<file path="src/rtl/rr_stream_mux.sv">
// Registered NCH-to-1 stream mux: fixed-select or round-robin channel choice
// feeding a single-entry output register with a wrapping handshake counter.
module rr_stream_mux #(
    parameter int NCH = 8,
    parameter int DW  = 8,
    parameter int SW  = 3
) (
    input  logic              clk,
    input  logic              rst_n,
    input  logic [NCH*DW-1:0] in_data,
    input  logic [NCH-1:0]    in_valid,
    output logic [NCH-1:0]    in_ready,
    input  logic              mode,
    input  logic [SW-1:0]     sel,
    output logic [DW-1:0]     out_data,
    output logic              out_valid,
    input  logic              out_ready,
    output logic [SW-1:0]     out_ch,
    output logic [15:0]       xfer_cnt
);

    typedef enum logic {EMPTY = 1'b0, FULL = 1'b1} state_e;

    localparam logic [SW:0]   NCH_W = (SW+1)'(NCH);
    localparam logic [SW-1:0] LAST  = SW'(NCH - 1);

    state_e        state_q;
    logic [DW-1:0] data_q;
    logic [SW-1:0] ch_q;
    logic [SW-1:0] ptr_q, ptr_d;
    logic [15:0]   cnt_q;

    logic [NCH-1:0][DW-1:0] ch_data;
    logic                   load_en, in_xfer, out_xfer;
    logic                   rr_hit, pick_vld;
    logic [SW-1:0]          rr_c, pick_c;
    logic [SW:0]            idx;

    assign ch_data = in_data;
    assign load_en = (state_q == EMPTY) || out_ready;

    // Circular search starting at ptr; idx is one bit wider so ptr+k never overflows before wrap.
    always_comb begin
        rr_hit = 1'b0;
        rr_c   = '0;
        idx    = '0;
        for (int k = 0; k < NCH; k++) begin
            idx = {1'b0, ptr_q} + (SW+1)'(k);
            if (idx >= NCH_W) idx = idx - NCH_W;
            if (!rr_hit && in_valid[idx[SW-1:0]]) begin
                rr_hit = 1'b1;
                rr_c   = idx[SW-1:0];
            end
        end
    end

    assign pick_vld = mode ? rr_hit : ({1'b0, sel} < NCH_W);
    assign pick_c   = mode ? rr_c : sel;

    always_comb begin
        in_ready = '0;
        if (pick_vld) in_ready[pick_c] = load_en;
    end

    assign in_xfer  = pick_vld && load_en && in_valid[pick_c];
    assign out_xfer = (state_q == FULL) && out_ready;
    assign ptr_d    = (pick_c == LAST) ? '0 : pick_c + 1'b1;

    always_ff @(posedge clk or negedge rst_n) begin
        if (!rst_n) begin
            state_q <= EMPTY;
            data_q  <= '0;
            ch_q    <= '0;
            ptr_q   <= '0;
            cnt_q   <= '0;
        end else begin
            if (out_xfer) cnt_q <= cnt_q + 16'd1;
            if (in_xfer) begin
                state_q <= FULL;
                data_q  <= ch_data[pick_c];
                ch_q    <= pick_c;
                if (mode) ptr_q <= ptr_d;
            end else if (out_xfer) begin
                state_q <= EMPTY;
            end
        end
    end

    assign out_valid = (state_q == FULL);
    assign out_data  = data_q;
    assign out_ch    = ch_q;
    assign xfer_cnt  = cnt_q;

endmodule

</file>
<file path="config.mk">
export PLATFORM = sky130hd
export DESIGN_NAME = rr_stream_mux
export DESIGN_NICKNAME = d
export VERILOG_FILES = /design/src/rtl/rr_stream_mux.sv
export SDC_FILE = /design/constraint.sdc
export NUM_CORES = 1
export LEC_CHECK = 0
export BUFFER_PORTS_ARGS = -buffer_cell sky130_fd_sc_hd__buf_2
export CAP_MARGIN = 25
export CELL_PAD_IN_SITES_DETAIL_PLACEMENT = 1
export CELL_PAD_IN_SITES_GLOBAL_PLACEMENT = 1
export CORE_ASPECT_RATIO = 1.1
export CORE_MARGIN = 3
export CORE_UTILIZATION = 35
export CTS_BUF_LIST = sky130_fd_sc_hd__clkbuf_4 sky130_fd_sc_hd__clkbuf_8
export DETAILED_ROUTE_END_ITERATION = 6
export GPL_TIMING_DRIVEN = 0
export PLACE_DENSITY_LB_ADDON = 0.1
export SLEW_MARGIN = 25
export SYNTH_ARGS = -nofsm -noshare
export SYNTH_HDL_FRONTEND = slang
export SYNTH_SLANG_ARGS = --single-unit
</file>
<file path="constraint.sdc">
create_clock -name clk -period 4.6 [get_ports clk]
set_clock_uncertainty 0.2 [all_clocks]
set_input_delay 0.46 -clock clk [delete_from_list [all_inputs] [get_ports clk]]
set_output_delay 0.46 -clock clk [all_outputs]
set_load 0.02 [all_outputs]
</file>
### After elaboration in Yosys (flattened, before gate mapping)

Cells that the tools add are included.

* register bits after elaboration: 31
* output and inout bits: 36
* input bits: 79
* logic and storage cells: 116

* reduce and logical (&&, ||, !) cells: 21
* mux-type cells: 52
* $lt $le $gt $ge: 18
* equality and inequality tests: 1
* add/subtract/negate cells: 17
* bitwise logic cells: 2

Operators by type and width (number)
* $mux W3: 18
* $lt A3 B4 Y1 const B: 9
* $ge A4 B4 Y1 const B: 7
* $bmux W1 S3: 9
* $bmux W8 S3: 1
* $sub A3 B1 Y3 const B: 8
* $mux W1: 21
* $add A16 B1 Y16 const B: 1
* $add A3 B3 Y4 const B: 4
* $mux W8: 2
* $logic_and A1 B1 Y1: 11
* $add A3 B2 Y4 const B: 2
* $and A8 B8 Y8: 1
* $logic_not A1 Y1: 7
* $add A3 B1 Y4 const B: 1
* $ge A3 B4 Y1 const B: 1
* $add A3 B1 Y3 const B: 1
* $demux W1 S3: 1
* $eq A3 B3 Y1 const B: 1
* $ge A3 B1 Y1 const B: 1
* $reduce_and A2 Y1: 1
* $reduce_bool A2 Y1: 1
* $logic_or A1 B1 Y1: 1
* $not A1 Y1: 1

### Depth between registers and ports, before layout

Gate-level depths: netlist (run 1).

* depth after elaboration: 33
* gate-level depth with buffers: 19
* mapped depth without buffers: 12

### Worst setup path after synthesis (run 1)

Ideal clock, no wire load.

* path type: reg2out
* from: register ptr_q[0]
* to: output in_ready[1]
* data required time: 3.940 ns
* path buffers: 6
* stages on the path, launching flop included: 17
* arrival time: 3.790 ns
* setup slack: 0.150 ns
* cell sequence: dfrtp_1 buf_6 buf_2 inv_1 ha_1 buf_4 buf_6 mux2i_1 mux4_2 a32o_2 nand2b_1 o221ai_1 a221o_1 buf_2 clkbuf_1 or2_2 nor2_1

* word-level cells in the longest chain between the ends: 33
* elaborated cells between the ends (all ways): 86
* classes of those cells: add/sub: 15; order compare: 10; mux: 45; bitwise: 1; reduce/logical: 15

RTL lines
* from (decl): line 30 `logic [SW-1:0] ptr_q, ptr_d;`
* from (signal assigned): line 82 `if (mode) ptr_q <= ptr_d;`
* parallel branches: the longest is 32 deep, another holds $add A3 B1 Y4
* $mux W8 (*): line 62 `if (pick_vld) in_ready[pick_c] = load_en;`
* to (decl): line 12 `output logic [NCH-1:0] in_ready,`

Every way passes the cells marked *. The select of a mux whose other input is x is not followed.

### Worst setup path in the final report (run 1)

* from: register ptr_q[0]
* to: register data_q[7] (netlist: out_data[7])

* word-level cells in the longest chain between the ends: 30
* elaborated cells between the ends (all ways): 85
* classes of those cells: add/sub: 15; order compare: 8; mux: 46; reduce/logical: 16

RTL lines
* parallel branches: the longest is 30 deep, another holds $add A3 B1 Y4
* to (signal assigned): line 80 `data_q <= ch_data[pick_c];`
* to (decl): line 28 `logic [DW-1:0] data_q;`

Several ways; the timed one is not identified. The select of a mux whose other input is x is not followed.
A chain may end at the register's enable or synchronous reset.

==> results of run 1 <==
==> flip-flops by register name, indices dropped and copies added, names as in the netlist <==
name,count
out_ch,3
out_valid,1
out_data,8
xfer_cnt,16
ptr_q,3
==> cell usage in the layout, fill, tap and decap left out, types with 6 or more instances in the layout <==
cell type,count
buf_2,111
dfrtp_1,30
mux4_2,26
mux2_2,25
nand2_1,22
buf_4,20
nor2_1,18
xnor2_1,14
mux2i_1,11
nand3_1,10
buf_6,6
nand2b_1,6
==> repair_timing <==
action	in CTS	in global routing
pin swaps	5	8
setup endpoints to repair	23	17
resized for setup	33	18
buffers inserted	8	7
==> power by group <==
group	switching [uW]	internal [uW]
combinational	1380	1350
sequential	68.8	374
clock	111	161
total	1560	1880
==> worst reg2reg max path, cell delays in order (launching register included) <==
cell	delay (ns)
dfrtp_2	0.42
buf_8	0.13
buf_8	0.12
inv_4	0.05
ha_4	0.19
buf_6	0.13
buf_8	0.13
mux2i_1	0.11
mux4_2	0.54
a32o_2	0.33
nand2b_1	0.13
buf_4	0.13
nor2_1	0.05
o31a_1	0.30
or2_2	0.33
buf_4	0.20
mux4_2	0.31
mux2_2	0.27
mux2_2	0.26
==> final cells by class <==
| class | count | area (um2) |
|---|---|---|
| fill | 953 | 3990 |
| multi-input combinational | 216 | 2160 |
| sequential | 31 | 777 |
| timing repair buffer | 127 | 681 |
| buffer | 18 | 190 |
| tap | 108 | 135 |
| clock buffer | 5 | 68.8 |
| clock inverter | 3 | 43.8 |
| inverter | 6 | 37.5 |
==> per-layer routing <==
metal  vias up  share of wire  track usage
met1      1407           0.40        0.241
met5         -              0            0
met3        15          0.065       0.0515
met2        99           0.51        0.352
met4         0          0.022       0.0744
li1       1300              -            -
==> through the flow <==
step                       util  hold slack (ns)  worst slack, ns
after floorplan               -          -0.0356            0.150
after global placement    0.452            0.258           -0.647
after detailed placement  0.452            0.265           -0.645
after CTS                 0.490           0.0390           0.0339
after global routing      0.507           0.0696        -0.000429
final                     0.507           0.0158            0.136
==> path summary, 6_finish.rpt <==
path | startpoint | cells past startpoint | end
worst max register to register | ptr_q[0]$_DFFE_PN0P_ | 18 | out_data[7]$_DFFE_PN0P_
worst min-delay path | rst_n | 1 | xfer_cnt[12]$_DFFE_PN0P_
max in group asynchronous | rst_n | 1 | ptr_q[0]$_DFFE_PN0P_
min in group clk | xfer_cnt[15]$_DFFE_PN0P_ | 1 | xfer_cnt[15]$_DFFE_PN0P_
worst min register to register | xfer_cnt[15]$_DFFE_PN0P_ | 1 | xfer_cnt[15]$_DFFE_PN0P_
worst max-delay path | ptr_q[0]$_DFFE_PN0P_ | 18 | out_data[7]$_DFFE_PN0P_
==> logic make-up (layout without fill, tap and decap cells) <==
logic type | Yosys count | in the layout | share of synthesized area
mux | 69 | 69 | 0.365
fa+ha+maj | 4 | 4 | 0.0169
buf+inv | 24 | 159 | 0.0469
simple gates | 78 | 78 | 0.133
compound gates | 46 | 46 | 0.120
xor+xnor | 19 | 19 | 0.0562
flops | 31 | 31 | 0.262
==> results.cfg, run 1 <==
[floorplanning]
core_area_mm2 = 0.00808
rows = 34
die_area_mm2 = 0.00960
die_w_um = 93.7
die_h_um = 102
io_pins = 115
initial_core_util = 0.366

[finish]
drive_gt1_frac = 0.567
fin_area_mm2 = 0.00410
diodes = 0
fin_nets = 488
area_growth_pct = 38.4
instances_no_fill = 514

[hold_path]
min_path_type = input port to async pin

[clocking]
cts_buffers = 5
ctsHtreeMaxLevel = 2
ctsHoldBuffers = 0
cts_root_buffer = clkbuf_8
ctsLongestPathBuffers = 2
clock_sinks = 31
clock_latency_ns = 0.28
cts_tree = done
clk_pin_slew_worst_paths_ns = 0.07

[yosys]
synth.avg_cell_area_um2 = 10.9
ys_ff_latch = 31
yosysMostFrequentCell = dfrtp_1
ys_seq_area_frac = 0.262
synth_area_leader_cell = dfrtp_1
synth_top_area_frac = 0.262
yosys-top-cells-count = dfrtp_1 (31), mux4_2 (26), mux2_2 (25)
async_reset_ff_frac = 1.00
synth_warnings = 0
syn-num-nets = 354
synth-main-ff-cell = dfrtp_1
synth_top_cells_by_area = dfrtp_1 (26%), mux4_2 (20%), mux2_2 (9.5%)
yosysUniqueCellTypes = 56
syn_area_mm2 = 0.00296
synth-edff-count = 0
syn-instance-count = 271

[drt]
dr.pass1.iters = 4
remaining_drc_errors = 0
wl_um = 9650
routedWlPerCell_um = 18.8
ant_nets = 0
initialDrtViolationCount = 54
vias_per_cell = 5.49
vias = 2821

[sta]
max_clock_freq_mhz = 224
tns_ns = 0
setup_viol = 0
tightest_slew_ns = 0.702
period_needed_ns = 4.46
min_period_over_period = 0.971
hold_violations = 0
drv_slew = 0
slew_headroom = 0.532

[grt]
grt_pass1_vias = 3053
grt_max_degree = 32
antenna_found_initial = 0
overflow = 0
grt_pass1_wl_um = 15200
grtUsageTotal = 0.202

[critical_path]
crit_type = register to register
cpPeakStageDelay_ns = 0.54
crit_top_cell = buf_8
crit_chain = buf_8, buf_8, inv_4, ha_4, buf_6, buf_8, mux2i_1, mux4_2, a32o_2, nand2b_1, buf_4, nor2_1, o31a_1, or2_2, buf_4, mux4_2, mux2_2, mux2_2
path_buf_inv = 7
path_max_fanout = 10
r2r_slack_ns = 0.14
slowest_stage = mux4_2
cp_data_arrival_time_ns = 4.43
cp-end-kind = register
cp-start-kind = register
critPathTopFamily = multiplexers
cp.required_ns = 4.57

[status]
outcome = completed

[placed_design]
place.gp.congestion = 0.886
hpwl_um = 7370
dp_cells = 491
place_area_mm2 = 0.00366
portBuffers = 112

[power]
power_density_mw_per_mm2 = 841
leakagePower_uw = 0.00186
p_total_uw = 3440
ir_drop_uv = 376

[flow_run]
cap_violations = 0
(Power assumes the default switching activity.)
==> inputs of run 2 (changes only) <==
--- a/config.mk
+++ b/config.mk
@@ -5,13 +5,14 @@
 export SDC_FILE = /design/constraint.sdc
 export NUM_CORES = 1
 export LEC_CHECK = 0
+export ABC_AREA = 1
 export BUFFER_PORTS_ARGS = -buffer_cell sky130_fd_sc_hd__buf_2
 export CAP_MARGIN = 25
 export CELL_PAD_IN_SITES_DETAIL_PLACEMENT = 1
 export CELL_PAD_IN_SITES_GLOBAL_PLACEMENT = 1
 export CORE_ASPECT_RATIO = 1.1
 export CORE_MARGIN = 3
-export CORE_UTILIZATION = 35
+export CORE_UTILIZATION = 31
 export CTS_BUF_LIST = sky130_fd_sc_hd__clkbuf_4 sky130_fd_sc_hd__clkbuf_8
 export DETAILED_ROUTE_END_ITERATION = 6
 export GPL_TIMING_DRIVEN = 0
==> run 2 against run 1 <==
Synthesized cell count increased by 73%. Combinational power decreased by 8.1%. Clock power increased by 3%. Cell area decreased by 6.8%. Worst hold slack improved by 0.0032 ns. Clock-buffer cell count increased by 1. First-iteration DRC count increased by 46%. Sequential share of layout area increased by 1.4 points. Critical path depth increased by 3. Maximum frequency increased by 5.5%. Via count increased by 22%. Critical path type is now register to output port.
==> results.cfg, run 2 <==
[status]
outcome = completed

[placed_design]
hpwl_um = 8510
place.gp.congestion = 0.799
place_area_mm2 = 0.00368
portBuffers = 114

[grt]
grt_pass1_vias = 3525
overflow = 0
grtUsageTotal = 0.192
antenna_found_initial = 0
grt_max_degree = 32
grt_pass1_wl_um = 16800

[floorplanning]
die_area_mm2 = 0.0108
io_pins = 115
die_h_um = 109
core_area_mm2 = 0.00910
rows = 36
initial_core_util = 0.326
die_w_um = 99.3

[clocking]
clock_latency_ns = 0.28
clock_sinks = 31
ctsHoldBuffers = 0
post_cts.repair.setup_buffers = 0
ctsResizeCount = 0
cts_root_buffer = clkbuf_8
ctsHtreeMaxLevel = 2
clk_pin_slew_worst_paths_ns = 0.07
cts_tree = done
cts_buffers = 5
ctsLongestPathBuffers = 2

[yosys]
synth_warnings = 0
async_reset_ff_frac = 1.00
yosys-top-cells-count = nand2_1 (205), nand3_1 (52), inv_1 (39)
ys_seq_area_frac = 0.261
synth_top_cells_by_area = dfrtp_1 (26%), nand2_1 (26%), nand3_1 (8.8%)
synth_area_leader_cell = dfrtp_1
syn-num-nets = 553
ys_ff_latch = 31
synth-main-ff-cell = dfrtp_1
synth.avg_cell_area_um2 = 6.32
synth-edff-count = 0
synth_top_area_frac = 0.261
syn-instance-count = 470
yosysMostFrequentCell = nand2_1
syn_area_mm2 = 0.00297
yosysUniqueCellTypes = 36

[power]
ir_drop_uv = 282
comb_power_share = 0.776
switching_share = 0.580
p_int_uw = 1360
p_seq_frac = 0.137
leakagePower_uw = 0.00219
clkPwrFrac = 0.087
power_density_mw_per_mm2 = 848
power.switching_uw = 1880

[finish]
final_util = 0.420
regArea_um2 = 776
largest_reg_flops = 16
fin_area_mm2 = 0.00382
area_growth_pct = 28.6
multi_input_area_mm2 = 0.00194
final_cell_mix = nand2_1 (205), buf_2 (119), nand3_1 (52), inv_1 (38), dfrtp_1 (31)
diodes = 0
mostFrequentLayoutCell = nand2_1
fin_nets = 673
n_fill_cell = 1278
drive_gt1_frac = 0.303

[sta]
rsz0062_at_grt = no
max_clock_freq_mhz = 236
hold_violations = 0
period_needed_ns = 4.23
setup_viol = 0
drv_slew = 0
tightest_slew_ns = 0.689
tns_ns = 0
timing.hold.ws_ns = 0.0190
slew_headroom = 0.541
min_period_over_period = 0.920

[drt]
vias_per_cell = 4.86
met2_wirelength_um = 4910
routed.top_layer = met4
initialDrtViolationCount = 79
wl_um = 10300
wl_met3_um = 603
remaining_drc_errors = 0
vias = 3428
routedWlPerCell_um = 14.6
drt-met1-wl_um = 4660
dr.pass1.iters = 4
ant_nets = 0

[critical_path]
cp-start-kind = register
cp.required_ns = 3.94
crit_type = register to output port
cp_data_arrival_time_ns = 3.57
path_max_fanout = 10
cp-end-kind = output port

[hold_path]
min_path_type = input port to async pin

[flow_run]
cap_violations = 0
==> run 2: cell count changes in the layout (fill, tap and decap cells not counted), sizes merged, moves of 11 or more <==
| cell | change |
|---|---|
| mux2 | -25 |
| buf | -17 |
| mux4 | -26 |
| nand4 | +14 |
| nor2 | +11 |
| mux2i | -18 |
| inv | +37 |
| nand2 | +202 |
| nand3 | +48 |
==> run 2: cells by family after synthesis <==
logic type / after synthesis / share of synthesized area
DFF: 31 / 0.261
xor gates and xnor gates: 17 / 0.0552
adders and majority gates: 4 / 0.0169
and+or+nand+nor: 342 / 0.536
AOI/OAI and AO/OA: 18 / 0.0392
buffers and inverters: 58 / 0.0910
==> run 2: metal layers <==
metal | GRT usage | vias to the layer above
li1 | - | 1732
met1 | 0.251 | 1589
met2 | 0.335 | 99
met3 | 0.0301 | 8
met4 | 0.0361 | 0
met5 | 0 | -
==> run 2: worst paths after layout <==
path	startpoint	end	slack (ns)	cells after the start
worst max-delay path	ptr_q[1]$_DFFE_PN0P_	in_ready[3]	0.37	21
worst min-delay path	rst_n	xfer_cnt[4]$_DFFE_PN0P_	0.02	1
worst max register to register	ptr_q[1]$_DFFE_PN0P_	ptr_q[0]$_DFFE_PN0P_	0.49	23
worst min register to register	out_ch[0]$_DFFE_PN0P_	out_ch[0]$_DFFE_PN0P_	0.28	2
max in group asynchronous	rst_n	out_data[2]$_DFFE_PN0P_	3.74	1
min in group clk	out_ch[0]$_DFFE_PN0P_	out_ch[0]$_DFFE_PN0P_	0.28	2
==> run 2: worst max-delay path, stage by stage, from the launching register on <==
cell      delay [ns]
dfrtp_1         0.37
buf_6           0.16
clkinv_2        0.15
ha_2            0.35
inv_2           0.15
nand3_1         0.16
nand2_1         0.09
nor2_1          0.05
a31oi_1         0.24
inv_1           0.12
nor2_4          0.18
nand2_2         0.08
nand3_1         0.09
nand2_1         0.05
nand2_1         0.06
nand2_2         0.09
nand2_4         0.11
inv_1           0.09
nor2_4          0.27
inv_1           0.10
nor3_1          0.13
buf_2           0.19
==> run 2: power by group through the flow <==
stage | combinational [uW] | clock [uW] | sequential (uW)
after global placement | 2440 | 0 | 443
after detailed placement | 2500 | 0 | 449
after floorplan | 1750 | 0 | 531
final | 2510 | 280 | 444
after global routing | 2850 | 300 | 456
after CTS | 2510 | 289 | 445
==> run 2: per-stage QoR <==
step                      worst slack, ns  total power [uW]  instances
after floorplan                     0.964              2280        470
after global placement              0.461              2880        698
after detailed placement            0.382              2950        698
after CTS                          0.0589              3250        706
after global routing               0.0147              3600        705
final                               0.367              3240        705
==> run 2: layout make-up <==
| type | count | share of cell area |
|---|---|---|
| sequential | 31 | 0.203 |
| tap | 114 | 0.0374 |
| clock inverter | 2 | 0.00918 |
| multi-input combinational | 381 | 0.509 |
| inverter | 43 | 0.0426 |
| clock buffer | 6 | 0.0216 |
| buffer | 14 | 0.0275 |
| timing repair buffer | 114 | 0.149 |
==> inputs of run 3 (changes only) <==
--- a/config.mk
+++ b/config.mk
@@ -11,7 +11,7 @@
 export CELL_PAD_IN_SITES_DETAIL_PLACEMENT = 1
 export CELL_PAD_IN_SITES_GLOBAL_PLACEMENT = 1
 export CORE_ASPECT_RATIO = 1.1
-export CORE_MARGIN = 3
+export CORE_MARGIN = 5
 export CORE_UTILIZATION = 31
 export CTS_BUF_LIST = sky130_fd_sc_hd__clkbuf_4 sky130_fd_sc_hd__clkbuf_8
 export DETAILED_ROUTE_END_ITERATION = 6
==> run 3 against run 2 <==
Global-route usage is 1.0 points lower. Setup slack worse by 0.093 ns. Non-clock buffer count is 1 higher. Critical path depth is 2 lower. Combinational power hardly changed. Flip-flop and latch count stayed put. Register-to-register slack hardly changed. Clock-buffer cell count stayed put. Final cell count is 0.43% higher. First-iteration DRC count is 70% higher. Largest power group unchanged.
==> results.cfg, run 3 (same netlist as run 2, synthesis figures left out) <==
[sta]
fin_ws_ns = 0.274
setup_viol = 0
max_clock_freq_mhz = 231
tightest_slew_ns = 0.686
hold_violations = 0
min_period_over_period = 0.940
tns_ns = 0
drv_slew = 0
slew_headroom = 0.543
period_needed_ns = 4.33
rsz0062_at_grt = no

[grt]
grt_pass1_wl_um = 17100
grtUsageTotal = 0.181
antenna_found_initial = 0
grt_max_degree = 32
overflow = 0
grt_pass1_vias = 3586

[drt]
vias_per_cell = 4.84
remaining_drc_errors = 0
ant_nets = 0
wl_um = 10500
vias = 3429
dr.pass1.iters = 4
routedWlPerCell_um = 14.8
initialDrtViolationCount = 134

[critical_path]
crit_chain = buf_6, clkinv_2, ha_1, inv_2, nand3_1, nand2_1, nor2_1, a31oi_1, inv_1, nor2_4, nand3_2, o21ai_1, inv_1, nand2_2, nand2_4, nor2_4, inv_1, nor3_1, buf_2
r2r-end = ptr_q[2]$_DFFE_PN0P_
critPathLaunch = ptr_q[1]$_DFFE_PN0P_
cp-start-kind = register
slowest_stage = ha_1
r2r_cells = 23
r2r_slack_ns = 0.49
crit_top_cell = inv_1
path_max_fanout = 10
cp.required_ns = 3.94
r2r_start = ptr_q[1]$_DFFE_PN0P_
cp_data_arrival_time_ns = 3.67
cpPeakStageDelay_ns = 0.41
cp-end-kind = output port
crit_type = register to output port

[finish]
largest_reg_flops = 16
drive_gt1_frac = 0.301
fin_nets = 674
instances_no_fill = 708
diodes = 0
fin_area_mm2 = 0.00380
mostFrequentLayoutCell = nand2_1
final_cell_mix = nand2_1 (205), buf_2 (119), nand3_1 (52), inv_1 (38), dfrtp_1 (31)
area_growth_pct = 28.0

[power]
power_density_mw_per_mm2 = 836
ir_drop_uv = 320
leakagePower_uw = 0.00219

[floorplanning]
die_h_um = 113
die_area_mm2 = 0.0116
rows = 37
initial_core_util = 0.318
core_area_mm2 = 0.00935
io_pins = 115
die_w_um = 103

[placed_design]
place_ws_ns = 0.335
dp_cells = 701
hpwl_um = 8830
place_area_mm2 = 0.00369
place.gp.congestion = 0.811
portBuffers = 114

[clocking]
cts_root_buffer = clkbuf_8
ctsHtreeMaxLevel = 2
ctsHoldBuffers = 0
clk_pin_slew_worst_paths_ns = 0.06
clock_latency_ns = 0.27
clock_sinks = 31
cts_buffers = 5
ctsLongestPathBuffers = 2
cts_tree = done

[hold_path]
min_path_type = input port to async pin

[status]
outcome = completed

[flow_run]
cap_violations = 0
-- run 3: cell types whose count changed in the layout (fill, tap and decap cells not counted) --
cell | before | now
nand2_2 | 15 | 14
nand2_4 | 5 | 6
ha_2 | 1 | 0
bufinv_16 | 1 | 0
buf_4 | 1 | 2
ha_1 | 3 | 4
-- run 3: worst max-delay path by stage --
stage | endpoint | depth (start not counted)
6_report | in_ready[1] | 19
4_1_cts | in_ready[1] | 19
5_1_grt | in_ready[1] | 19
3_3_place_gp | in_ready[0] | 21
2_1_floorplan | in_ready[1] | 18
3_5_place_dp | in_ready[1] | 19
-- run 3: timing repair --
action                                 CTS  global route
setup buffers                            0             1
gates resized for setup                  0             6
endpoints found under the hold margin    0             0
setup endpoints to repair                0             8
-- run 3: where the power goes --
group	switching [uW]	total, uW	leakage (uW)	internal, uW
Clock	92.9	210	0.0000470	117
Sequential	72.3	444	0.000385	372
Combinational	1700	2530	0.00175	820
-- run 3: metrics by stage --
| stage | power, uW | hold slack, ns | utilization |
|---|---|---|---|
| 2_1_floorplan | 2280 | -0.0356 | - |
| 3_3_place_gp | 2880 | 0.257 | 0.394 |
| 3_5_place_dp | 2950 | 0.266 | 0.394 |
| 4_1_cts | 3180 | 0.0436 | 0.404 |
| 5_1_grt | 3520 | 0.0696 | 0.406 |
| 6_report | 3180 | 0.0245 | 0.406 |
-- run 3: critical path, delay by kind of cell (launching register included) --
family / cells / cell delay, ns
DFF: 1 / 0.38
and+or+nand+nor: 9 / 1.20
AOI/OAI and AO/OA: 2 / 0.41
buffers and inverters: 7 / 0.99
adders and majority gates: 1 / 0.41
-- run 3: layout make-up --
type                    instances  area [um2]
well taps                     117         146
clock inverters                 1        5.00
multi-input cells             381        1950
clock buffers                   6        82.6
repair buffers                115         578
flip-flops and latches         31         776
inverters                      43         163
plain buffers                  14         105
fillers                      1297        5550
-- run 3: routing by layer --
metal  up-vias  wire [um]  GRT usage
li1       1732          -          -
met1      1622       4640      0.237
met2        70       5340      0.320
met3         5        402     0.0168
met4         0         86     0.0363
met5         -          0          0
